$ cat src/rtl/serial_en_tx.sv
// serial_en_tx: parallel-to-serial transmitter with a data qualifier.
// A word is accepted with valid/ready, then sent LSB first on d.
// en marks each cycle that carries a real bit. done pulses for one cycle at
// the end of a frame.
// Optional feature: define PARITY_EN to append one even-parity bit to each
// frame.
//
// Handshake: a word moves on a rising clk edge only when valid=1 and ready=1.
// ready is high only in IDLE. valid is ignored in every other state, and
// nothing is queued.
//
// Hold: hold is sampled on the same edges as everything else, so it takes
// effect one cycle later.
// - If a bit is on d (en=1) on the edge where hold is sampled high, that bit
//   counts as delivered.
// - The following cycles show en=0, and d keeps that bit's value until hold
//   drops.

module serial_en_tx #(
    parameter int WIDTH = 8
) (
    input  logic             clk,
    input  logic             reset_n,
    input  logic [WIDTH-1:0] din,
    input  logic             valid,
    output logic             ready,
    input  logic             hold,
    output logic             d,
    output logic             en,
    output logic             done,
    output logic [1:0]       fsm_state
);

    localparam int CW = $clog2(WIDTH) + 1;
    localparam logic [CW-1:0] LAST = CW'(WIDTH);
    localparam logic [CW-1:0] ONE  = CW'(1);

`ifdef PARITY_EN
    typedef enum logic [1:0] {
        IDLE   = 2'd0,
        SHIFT  = 2'd1,
        PARITY = 2'd2,
        DONE   = 2'd3
    } state_t;
`else
    typedef enum logic [1:0] {
        IDLE   = 2'd0,
        SHIFT  = 2'd1,
        DONE   = 2'd3
    } state_t;
`endif

    state_t           state;
    logic [WIDTH-1:0] sr;    // sr[0] is the bit currently on d while en=1
    logic [CW-1:0]    cnt;   // number of data bits already delivered
`ifdef PARITY_EN
    logic             par;   // even parity of the captured word
`endif

    assign fsm_state = state;

    // Frame sequencer. Every output is a register that is updated here.
    always_ff @(posedge clk or negedge reset_n) begin
        if (!reset_n) begin
            state <= IDLE;
            sr    <= '0;
            cnt   <= '0;
            d     <= 1'b0;
            en    <= 1'b0;
            done  <= 1'b0;
            ready <= 1'b1;
`ifdef PARITY_EN
            par   <= 1'b0;
`endif
        end else begin
            case (state)
                IDLE: begin
                    done <= 1'b0;
                    // hold has no effect here. The first bit always goes
                    // out in the very next cycle.
                    if (valid && ready) begin
                        sr    <= din;
                        cnt   <= '0;
                        d     <= din[0];
                        en    <= 1'b1;
                        ready <= 1'b0;
                        state <= SHIFT;
`ifdef PARITY_EN
                        par   <= ^din;
`endif
                    end else begin
                        d     <= 1'b0;
                        en    <= 1'b0;
                        ready <= 1'b1;
                    end
                end

                SHIFT: begin
                    if (en) begin
                        // The bit on d is delivered on this edge.
                        sr  <= sr >> 1;
                        cnt <= cnt + ONE;
                        if (cnt + ONE == LAST) begin
`ifdef PARITY_EN
                            state <= PARITY;
                            if (hold) begin
                                en <= 1'b0;
                            end else begin
                                en <= 1'b1;
                                d  <= par;
                            end
`else
                            state <= DONE;
                            en    <= 1'b0;
                            d     <= 1'b0;
                            done  <= 1'b1;
`endif
                        end else if (hold) begin
                            en <= 1'b0;
                        end else begin
                            en <= 1'b1;
                            d  <= sr[1];
                        end
                    end else if (!hold) begin
                        // Resume from a pause. The next undelivered bit is
                        // still in sr[0].
                        en <= 1'b1;
                        d  <= sr[0];
                    end
                end

`ifdef PARITY_EN
                PARITY: begin
                    if (en) begin
                        state <= DONE;
                        en    <= 1'b0;
                        d     <= 1'b0;
                        done  <= 1'b1;
                    end else if (!hold) begin
                        en <= 1'b1;
                        d  <= par;
                    end
                end
`endif

                DONE: begin
                    // This state always lasts exactly one cycle, whatever
                    // hold does.
                    done  <= 1'b0;
                    en    <= 1'b0;
                    d     <= 1'b0;
                    ready <= 1'b1;
                    cnt   <= '0;
                    state <= IDLE;
                end

                default: begin
                    state <= IDLE;
                    en    <= 1'b0;
                    d     <= 1'b0;
                    done  <= 1'b0;
                    ready <= 1'b1;
                end
            endcase
        end
    end

endmodule

$ cat config.mk
export PLATFORM = sky130hd
export DESIGN_NAME = serial_en_tx
export DESIGN_NICKNAME = d
export VERILOG_FILES = /design/src/rtl/serial_en_tx.sv
export SDC_FILE = /design/constraint.sdc
export NUM_CORES = 1
export LEC_CHECK = 0
export CAP_MARGIN = 20
export CORE_MARGIN = 2
export CORE_UTILIZATION = 48
export CTS_BUF_LIST = sky130_fd_sc_hd__clkbuf_8
export DETAILED_ROUTE_END_ITERATION = 10
export PLACE_DENSITY_LB_ADDON = 0.08
export SETUP_SLACK_MARGIN = 0.05
export SLEW_MARGIN = 20
export SYNTH_ARGS = -nofsm -noshare
export SYNTH_HDL_FRONTEND = slang
export SYNTH_SLANG_ARGS = --single-unit
$ cat constraint.sdc
create_clock -name clk -period 1.1 [get_ports clk]
set_input_delay 0.11 -clock clk [delete_from_list [all_inputs] [get_ports clk]]
set_output_delay 0.11 -clock clk [all_outputs]
set_load 0.005 [all_outputs]
== After elaboration in Yosys (flattened, before gate mapping) ==
Cells that the tools add are included.
W data, S select, Z words.
Operators by class
  div/mod/pow operators: 0
  order comparisons: 0
  shift operators: 0
  multipliers: 0
  bitwise gates (word level): 0
  reductions and logical operators: 9
  mux-type cells: 26
  $add $sub $neg: 1
  eq/ne operators: 8
Operator list (number)
  $mux W8: 2
  $pmux W8 S2: 1
  $mux W1: 13
  $pmux W4 S3: 1
  $reduce_and A3 Y1: 3
  $mux W4: 2
  $mux W2: 3
  $ne A2 B2 Y1 const B: 3
  $ne A3 B3 Y1 const B: 2
  $pmux W1 S2: 3
  $add A4 B1 Y4 const B: 1
  $eq A4 B4 Y1 const B: 1
  $pmux W2 S2: 1
  $reduce_and A2 Y1: 2
  $reduce_bool A3 Y1: 1
  $eq A2 B1 Y1 const B: 1
  $eq A2 B2 Y1 const B: 1
  $logic_not A2 Y1: 1
  $reduce_bool A2 Y1: 1
  $logic_and A1 B1 Y1: 1
Word-level totals
  RAM bits: 0
  register bits after elaboration: 18
  bits in read-only memories: 0
  bits of input ports: 12
  bits in latches: 0
  memories kept: 0

== Depth between registers and ports, before layout ==
Gate-level depths: netlist (run 1).
  depth in word-level cells: 5
  mapped depth: 6
  mapped depth without buffers: 4

== Worst setup path after synthesis (run 1) ==
Ideal clock, no wire load.
  path type: reg-to-reg
  start point: reg state[1] (netlist: fsm_state[1])
  end point: reg cnt[2]
  clock period less this slack: 1246 ps
  arrival time: 1126 ps
  cell stages (with the launch flop): 7
  path buffers: 2
  slack: -146 ps
  cell sequence: dfrtp_1 buf_6 nand2b_1 buf_6 o22a_1 nand4b_1 nand2_1
Between the ends
  word-level cells in the longest chain between the ends: 3
RTL lines
  start: declaration: RTL line 53  | state_t state;
  start signal: assignment: RTL line 65  | state <= IDLE;
  start signal: assignment: RTL line 87  | state <= SHIFT;
  start signal: assignment: RTL line 113  | state <= DONE;
  $eq A2 B1 Y1 (tied with other cells): RTL line 76  | case (state)
  $ne A2 B2 Y1 (no source line) / $reduce_bool A3 Y1 (equally long branches)
  $reduce_and A3 Y1 (no source line)
  end signal: assignment: RTL line 102  | cnt <= cnt + ONE;
  end: declaration: RTL line 55  | logic [CW-1:0] cnt;
Several ways; a longest one is shown, not always the timed one.
A chain may end at the register's enable or synchronous reset.

== Worst setup path after layout (run 1) ==
  start point: reg ready
  end point: reg sr[2]
Between the ends
  word-level cells in the longest chain between the ends: 3
RTL lines
  start: declaration: RTL line 26  | output logic ready,
  start signal: assignment: RTL line 71  | ready <= 1'b1;
  start signal: assignment: RTL line 86  | ready <= 1'b0;
  start signal: assignment: RTL line 94  | ready <= 1'b1;
  $logic_and A1 B1 Y1: RTL line 81  | if (valid && ready) begin
  $ne A2 B2 Y1 (no source line)
  $reduce_and A3 Y1 (no source line)
  end signal: assignment: RTL line 82  | sr <= din;
  end signal: assignment: RTL line 101  | sr <= sr >> 1;
  end: declaration: RTL line 54  | logic [WIDTH-1:0] sr;
Every way passes these cells.

==> impl_results.md, run 1 <==
- Fin crit share: 117.1%
- Pwr Density: roughly 2400 mW/mm^2
- Critical path peak fanout: 14
- Critical Path AT: 1460 ps
- Setup TNS Final: -2280 ps
- Mapped Avg Cell Area: 10.04 um^2
- CTS Buf Count: 3
- WP data required: 1270 ps
- Clk slew on worst S/H paths: around 70 ps
- Num Clock Sinks: 18
- Die Y: around 50 um
- Diode count: 0
- Via count: approximately 890
- CP Class: register to register
- Setup ws final: -188.1 ps
- Fin nets: ~150
- Fillers: 145
- RD Place Congestion: slightly above 0.8
- Std cell rows: 16
- Reg2Reg Launch Point: ready
- Seq/Total Area, Yosys: between 40% and 50%
- Syn Std Cell Area: roughly 970 um^2
- Via/cell ratio: roughly 5.3
- Min Clock Period, post-route: approximately 1300 ps
- Min-delay worst type: input pin to async pin
- First-pass GRT wire length: 3829 um
- Crit start category: register
- Initial core utilization: 50.13%
- Clk buf depth: 2
- DP Worst Slack: -279.1 ps
- Peak Freq: about 780 MHz
- Post-Route WL: around 2300 um
- Dpl hpwl: 1622 um
- Tot Pwr: 3.551 mW
- Synth-to-Final Area Change: 51.29%
- Crit path capture type: register
- Root buf cell: clkbuf_8
- CTS tree: yes
- Failing checks: negative setup slack
- Initial antenna violation count: 0
- Pin count of the biggest net entering global routing: 19
- Post-synth ARST share: 100.0%
- Post-Synthesis Cells: slightly below 100
- YS warnings: 0
- Synth Register Bits: 18
- Cell accounting for the most synthesized area: dfrtp_1
- VDD IR max: 0.001562 V
- All-Layer GR Usage: 20.42%
- Core region area: roughly 0.0019 mm^2
- RSZ-0062 raised after global routing: true
- Share of cells above drive strength 1: 37.14%
- Post-synth net total: 110
- Number of DRC markers after the initial detailed-route iteration: 14
- Worst-Skew Late Latency: approximately 250 ps
- Post-synth top area share: about 44%
- Reg area: around 450 um^2
- Remaining DRCs: 0
- Slew @ Worst Pin: 260.3 ps
- Pleak: approximately 0.64 nW
- Final setup skew: approximately 3.7 ps
- Die ar.: ~0.0024 mm^2
- Fin cells: roughly 170
- Synth area leaders: dfrtp_1 (44%), nand2_1 (6.6%), a31oi_1 (4.5%), nor2_1 (4.2%), buf_6 (3.5%)
- Worst hold slack: roughly 190 ps
- Status: complete, but fails checks
- R2R Path End: sr[2]
- Distinct cell type count after synthesis: 33
- Gr ovfl total: 0
- Initial DRT Pass Iterations: 4
- Multi-input logic area: 530.5 um^2
- Port buffer count: 17
- Final slew viol count: 0
- Post-synth EDFFs: 0
- Dpl cells: around 160
- Routed Antenna Nets: 0
- Hold Fails Final Rpt: 0
- Vias in the first global route: 852
- H-Tree Depth: 1
- Top_reg_cell synth: dfrtp_1
- Final Setup Violations: 18
- Io pins: 18
- Reg2Reg Setup Slack: -190 ps
- MaxCap Viol Count: 0
- Max transition margin: 82.64%
- Per-cell routed wire length: between 10 and 15 um
- Reg2Reg Depth: 6
- Die W: 49.04 um
## power breakdown
group          switching (mW)  leakage (nW)  internal (mW)
registers               0.230         0.209          0.940
clock network           0.212        0.0269          0.247
logic                   0.840         0.405           1.08
## logic make-up after synthesis
group	Yosys count	synth area share (%)
xor+xnor	2	2.571
flops	18	46.40
buf+inv	6	5.526
simple gates	43	22.75
fa+ha+maj	1	1.285
compound gates	27	21.46
## cells in the mapped netlist, types with 2 or more instances
master    count
a32o_1        2
buf_6         3
dfrtp_1      17
o21ai_0       3
nand4b_1      2
a21oi_1       4
nor2_1       11
and2b_1       2
a31oi_1       7
nand2_1      17
nand2b_1      2
nor2b_1       3
nand3_1       2
buf_4         2
o21a_1        2
## critical path, cell delays in order, from the launching register on
cell and delay, ps:
dfstp_2 540, buf_6 110, nand3b_4 90, a21oi_4 160, buf_12 140, nor2_1 40
a31oi_1 130
## layer usage
metal / up-vias / GRT usage (%) / wire [um]
met1: 439 / 26.69 / 1049
met4: 0 / 5.238 / 10
li1: 432 / - / -
met5: - / 0 / 0
met3: 2 / 3.681 / 76
met2: 18 / 34.93 / 1166
## worst max path at each step
stage	startpoint	slack, ps	end	cells after the start
2_1_floorplan	fsm_state[1]	-120	cnt[2]	6
3_3_place_gp	valid	-230	cnt[3]	4
3_5_place_dp	valid	-280	cnt[1]	4
4_1_cts	ready	-200	sr[2]	6
5_1_grt	ready	-280	sr[6]	6
6_report	ready	-190	sr[2]	6
## flip-flops by register name, summed over array words and instances (netlist names)
name / flops
sr: 8
ready: 1
d: 1
done: 1
en: 1
cnt: 4
fsm_state: 2
## stage by stage
stage                     util (%)  cell area, um^2
after floorplan                  -            996.0
after global placement       67.20             1305
after detailed placement     67.20             1305
after CTS                    73.78             1433
after global routing         75.84             1473
final                        75.84             1473
## cell type report
type | count | share of cell area [%]
multi-input cells | 73 | 36.02
clock buffers | 3 | 2.804
repair buffers | 45 | 27.87
well taps | 27 | 2.294
clock inverters | 1 | 0.2549
flip-flops and latches | 18 | 30.76
## cells in the final DEF (no fill, tap or decap), types with 2 or more instances in the layout
cell,netlist,routed
buf_4,2,21
nand2_1,17,16
dfrtp_1,17,16
nor2_1,11,11
clkdlybuf4s50_1,0,11
buf_6,3,8
a31oi_1,7,7
nor2b_1,3,3
a21oi_1,4,3
clkbuf_8,0,3
nand2_2,1,2
o21ai_1,1,2
nand4b_1,2,2
a32o_1,2,2
o21a_1,2,2
dlygate4sd2_1,0,2
## repair_timing
action,4_1_cts,5_1_grt
cloned,0,0
hold buffers,0,0
gates resized for setup,24,7
pin swaps,11,3
hold endpoints to repair,0,0
setup endpoints to repair,23,21
setup buffers,5,4
(Power assumes the default switching activity.)
==> run 2, diff against run 1 <==
SKIP_LAST_GASP = 1   (was not set)
==> impl_results.md, run 2 (synthesized netlist as in run 1, its figures left out) <==
- Port buffer count: 17 (unchanged)
- Reg area: 452.9 um^2 (unchanged)
- H-Tree Depth: 1 (unchanged)
- Setup ws final: -185.3 ps (was -188.1 ps)
- Diode count: 0 (unchanged)
- Core region area: 0.001942 mm^2 (unchanged)
- Reg2Reg Setup Slack: -190 ps (about the same)
- Initial core utilization: 50.13% (unchanged)
- Die ar.: 0.002404 mm^2 (unchanged)
- All-Layer GR Usage: 20.36% (was 20.42%)
- Post-route cell area: 0.001481 mm^2 (was 0.001473 mm^2)
- Post-Route WL: 2338 um (was 2303 um)
- Die Y: 49.04 um (unchanged)
- Num Clock Sinks: 18 (unchanged)
- Pleak: 0.6432 nW (was 0.6401 nW)
- Fillers: 144 (was 145)
- Dpl hpwl: 1622 um (unchanged)
- Placed inst area: 0.001305 mm^2 (unchanged)
- Via/cell ratio: 5.286 (was 5.335)
- First-pass GRT wire length: 3822 um (was 3829 um)
- CTS tree: yes (unchanged)
- Max FFs per register: 8 (unchanged)
- Crit path capture type: register (unchanged)
- Synth-to-Final Area Change: 52.18% (was 51.29%)
- Die W: 49.04 um (unchanged)
- Setup TNS Final: -2292 ps (was -2280 ps)
- RSZ-0062 raised after global routing: true (unchanged)
- R2R Path End: sr[2] (unchanged)
- Remaining DRCs: 0 (unchanged)
- CP Class: register to register (unchanged)
- Fin crit share: 116.8% (was 117.1%)
- Per-cell routed wire length: 13.92 um (was 13.79 um)
- Critical path peak fanout: 14 (unchanged)
- Min-delay worst type: input pin to async pin (unchanged)
- Setup crit end: sr[2] (unchanged)
- Final setup skew: 5.035 ps (was 3.655 ps)
- Io pins: 18 (unchanged)
- Initial DRT Pass Iterations: 4 (unchanged)
- Vias in the first global route: 844 (was 852)
- Number of DRC markers after the initial detailed-route iteration: 15 (was 14)
- Most flops, register: sr (unchanged)
- Critical Path AT: 1460 ps (about the same)
- Final Setup Violations: 18 (unchanged)
- Peak Freq: 778.1 MHz (was 776.4 MHz)
- Via count: 888 (was 891)
- Final slew viol count: 0 (unchanged)
- Worst-Skew Late Latency: 250 ps (about the same)
- Root buf cell: clkbuf_8 (unchanged)
- Failing checks: negative setup slack (unchanged)
- Pwr Density: 2400 mW/mm^2 (was 2411 mW/mm^2)
- Status: complete, but fails checks (unchanged)
- Crit start category: register (unchanged)
- Dpl cells: 155 (unchanged)
- Pin count of the biggest net entering global routing: 19 (unchanged)
- Reg2Reg Depth: 6 (unchanged)
- Max transition margin: 82.12% (was 82.64%)
- Hold Fails Final Rpt: 0 (unchanged)
- Fin nets: 155 (was 154)
- Slew @ Worst Pin: 268.2 ps (was 260.3 ps)
- Fin cells: 168 (was 167)
- WP data required: 1270 ps (about the same)
- Multi-input logic area: 530.5 um^2 (unchanged)
- Gr ovfl total: 0 (unchanged)
- Reg2Reg Launch Point: ready (unchanged)
- CP startpoint: ready (unchanged)
- CTS Buf Count: 3 (unchanged)
- MaxCap Viol Count: 0 (unchanged)
- Initial antenna violation count: 0 (unchanged)
- Highest-count cells in the layout ignoring fill and taps: buf_4 (22), nand2_1 (16), dfrtp_1 (16) (was buf_4 (21), nand2_1 (16), dfrtp_1 (16))
- Worst hold slack: 186.6 ps (was 187.8 ps)
- Min Clock Period, post-route: 1285 ps (was 1288 ps)
- VDD IR max: 0.001530 V (was 0.001562 V)
- Clk slew on worst S/H paths: 70 ps (about the same)
- RD Place Congestion: 0.8115 (unchanged)
- Share of cells above drive strength 1: 36.88% (was 37.14%)
- Most common cell after layout, fill and taps aside: buf_4 (unchanged)
- Clk buf depth: 2 (unchanged)
- Std cell rows: 16 (unchanged)
- Routed Antenna Nets: 0 (unchanged)
==> run 2: cell type report <==
| class | instances | area share, % |
|---|---|---|
| sequential | 18 | 30.57 |
| clock buffer | 3 | 2.787 |
| tap | 27 | 2.280 |
| multi-input combinational | 73 | 35.81 |
| clock inverter | 1 | 0.2534 |
| timing repair buffer | 46 | 28.29 |
==> run 2: per-layer routing <==
metal / track usage [%] / wire (um) / vias up
met2: 35.39 / 1180 / 14
li1: - / - / 433
met1: 26.49 / 1081 / 441
met5: 0 / 0 / -
met4: 4.286 / 0 / 0
met3: 3.681 / 76 / 0
==> run 2: what timing repair did <==
item / CTS / global route
pin swaps: 10 / 2
setup buffers: 5 / 5
setup endpoints to repair: 23 / 21
hold buffers: 0 / 0
gates resized for setup: 21 / 8
==> run 2: per-stage QoR <==
step	util [%]	worst slack, ps	power, mW
2_1_floorplan	-	-122.4	2.152
3_5_place_dp	67.20	-279.1	2.775
5_1_grt	76.29	-283.0	3.779
4_1_cts	73.71	-204.7	3.425
6_report	76.29	-185.3	3.555
3_3_place_gp	67.20	-229.1	2.704
==> run 2: worst min path at each step <==
stage / endpoint / cells past startpoint
4_1_cts: en / 2
6_report: en / 2
5_1_grt: sr[3] / 2
3_3_place_gp: d / 2
2_1_floorplan: cnt[0] / 0
3_5_place_dp: d / 2
==> run 2: critical path, stage by stage, from the launching register on <==
cell and delay, ps:
dfstp_2 540, buf_6 110, nand3b_4 90, a21oi_4 160
buf_12 140, nor2_1 40, a31oi_1 130
==> run 2: report_power, final <==
part / leakage, nW / switching, mW / internal (mW)
clock network: 0.0269 / 0.213 / 0.247
registers: 0.209 / 0.231 / 0.940
logic: 0.408 / 0.846 / 1.08
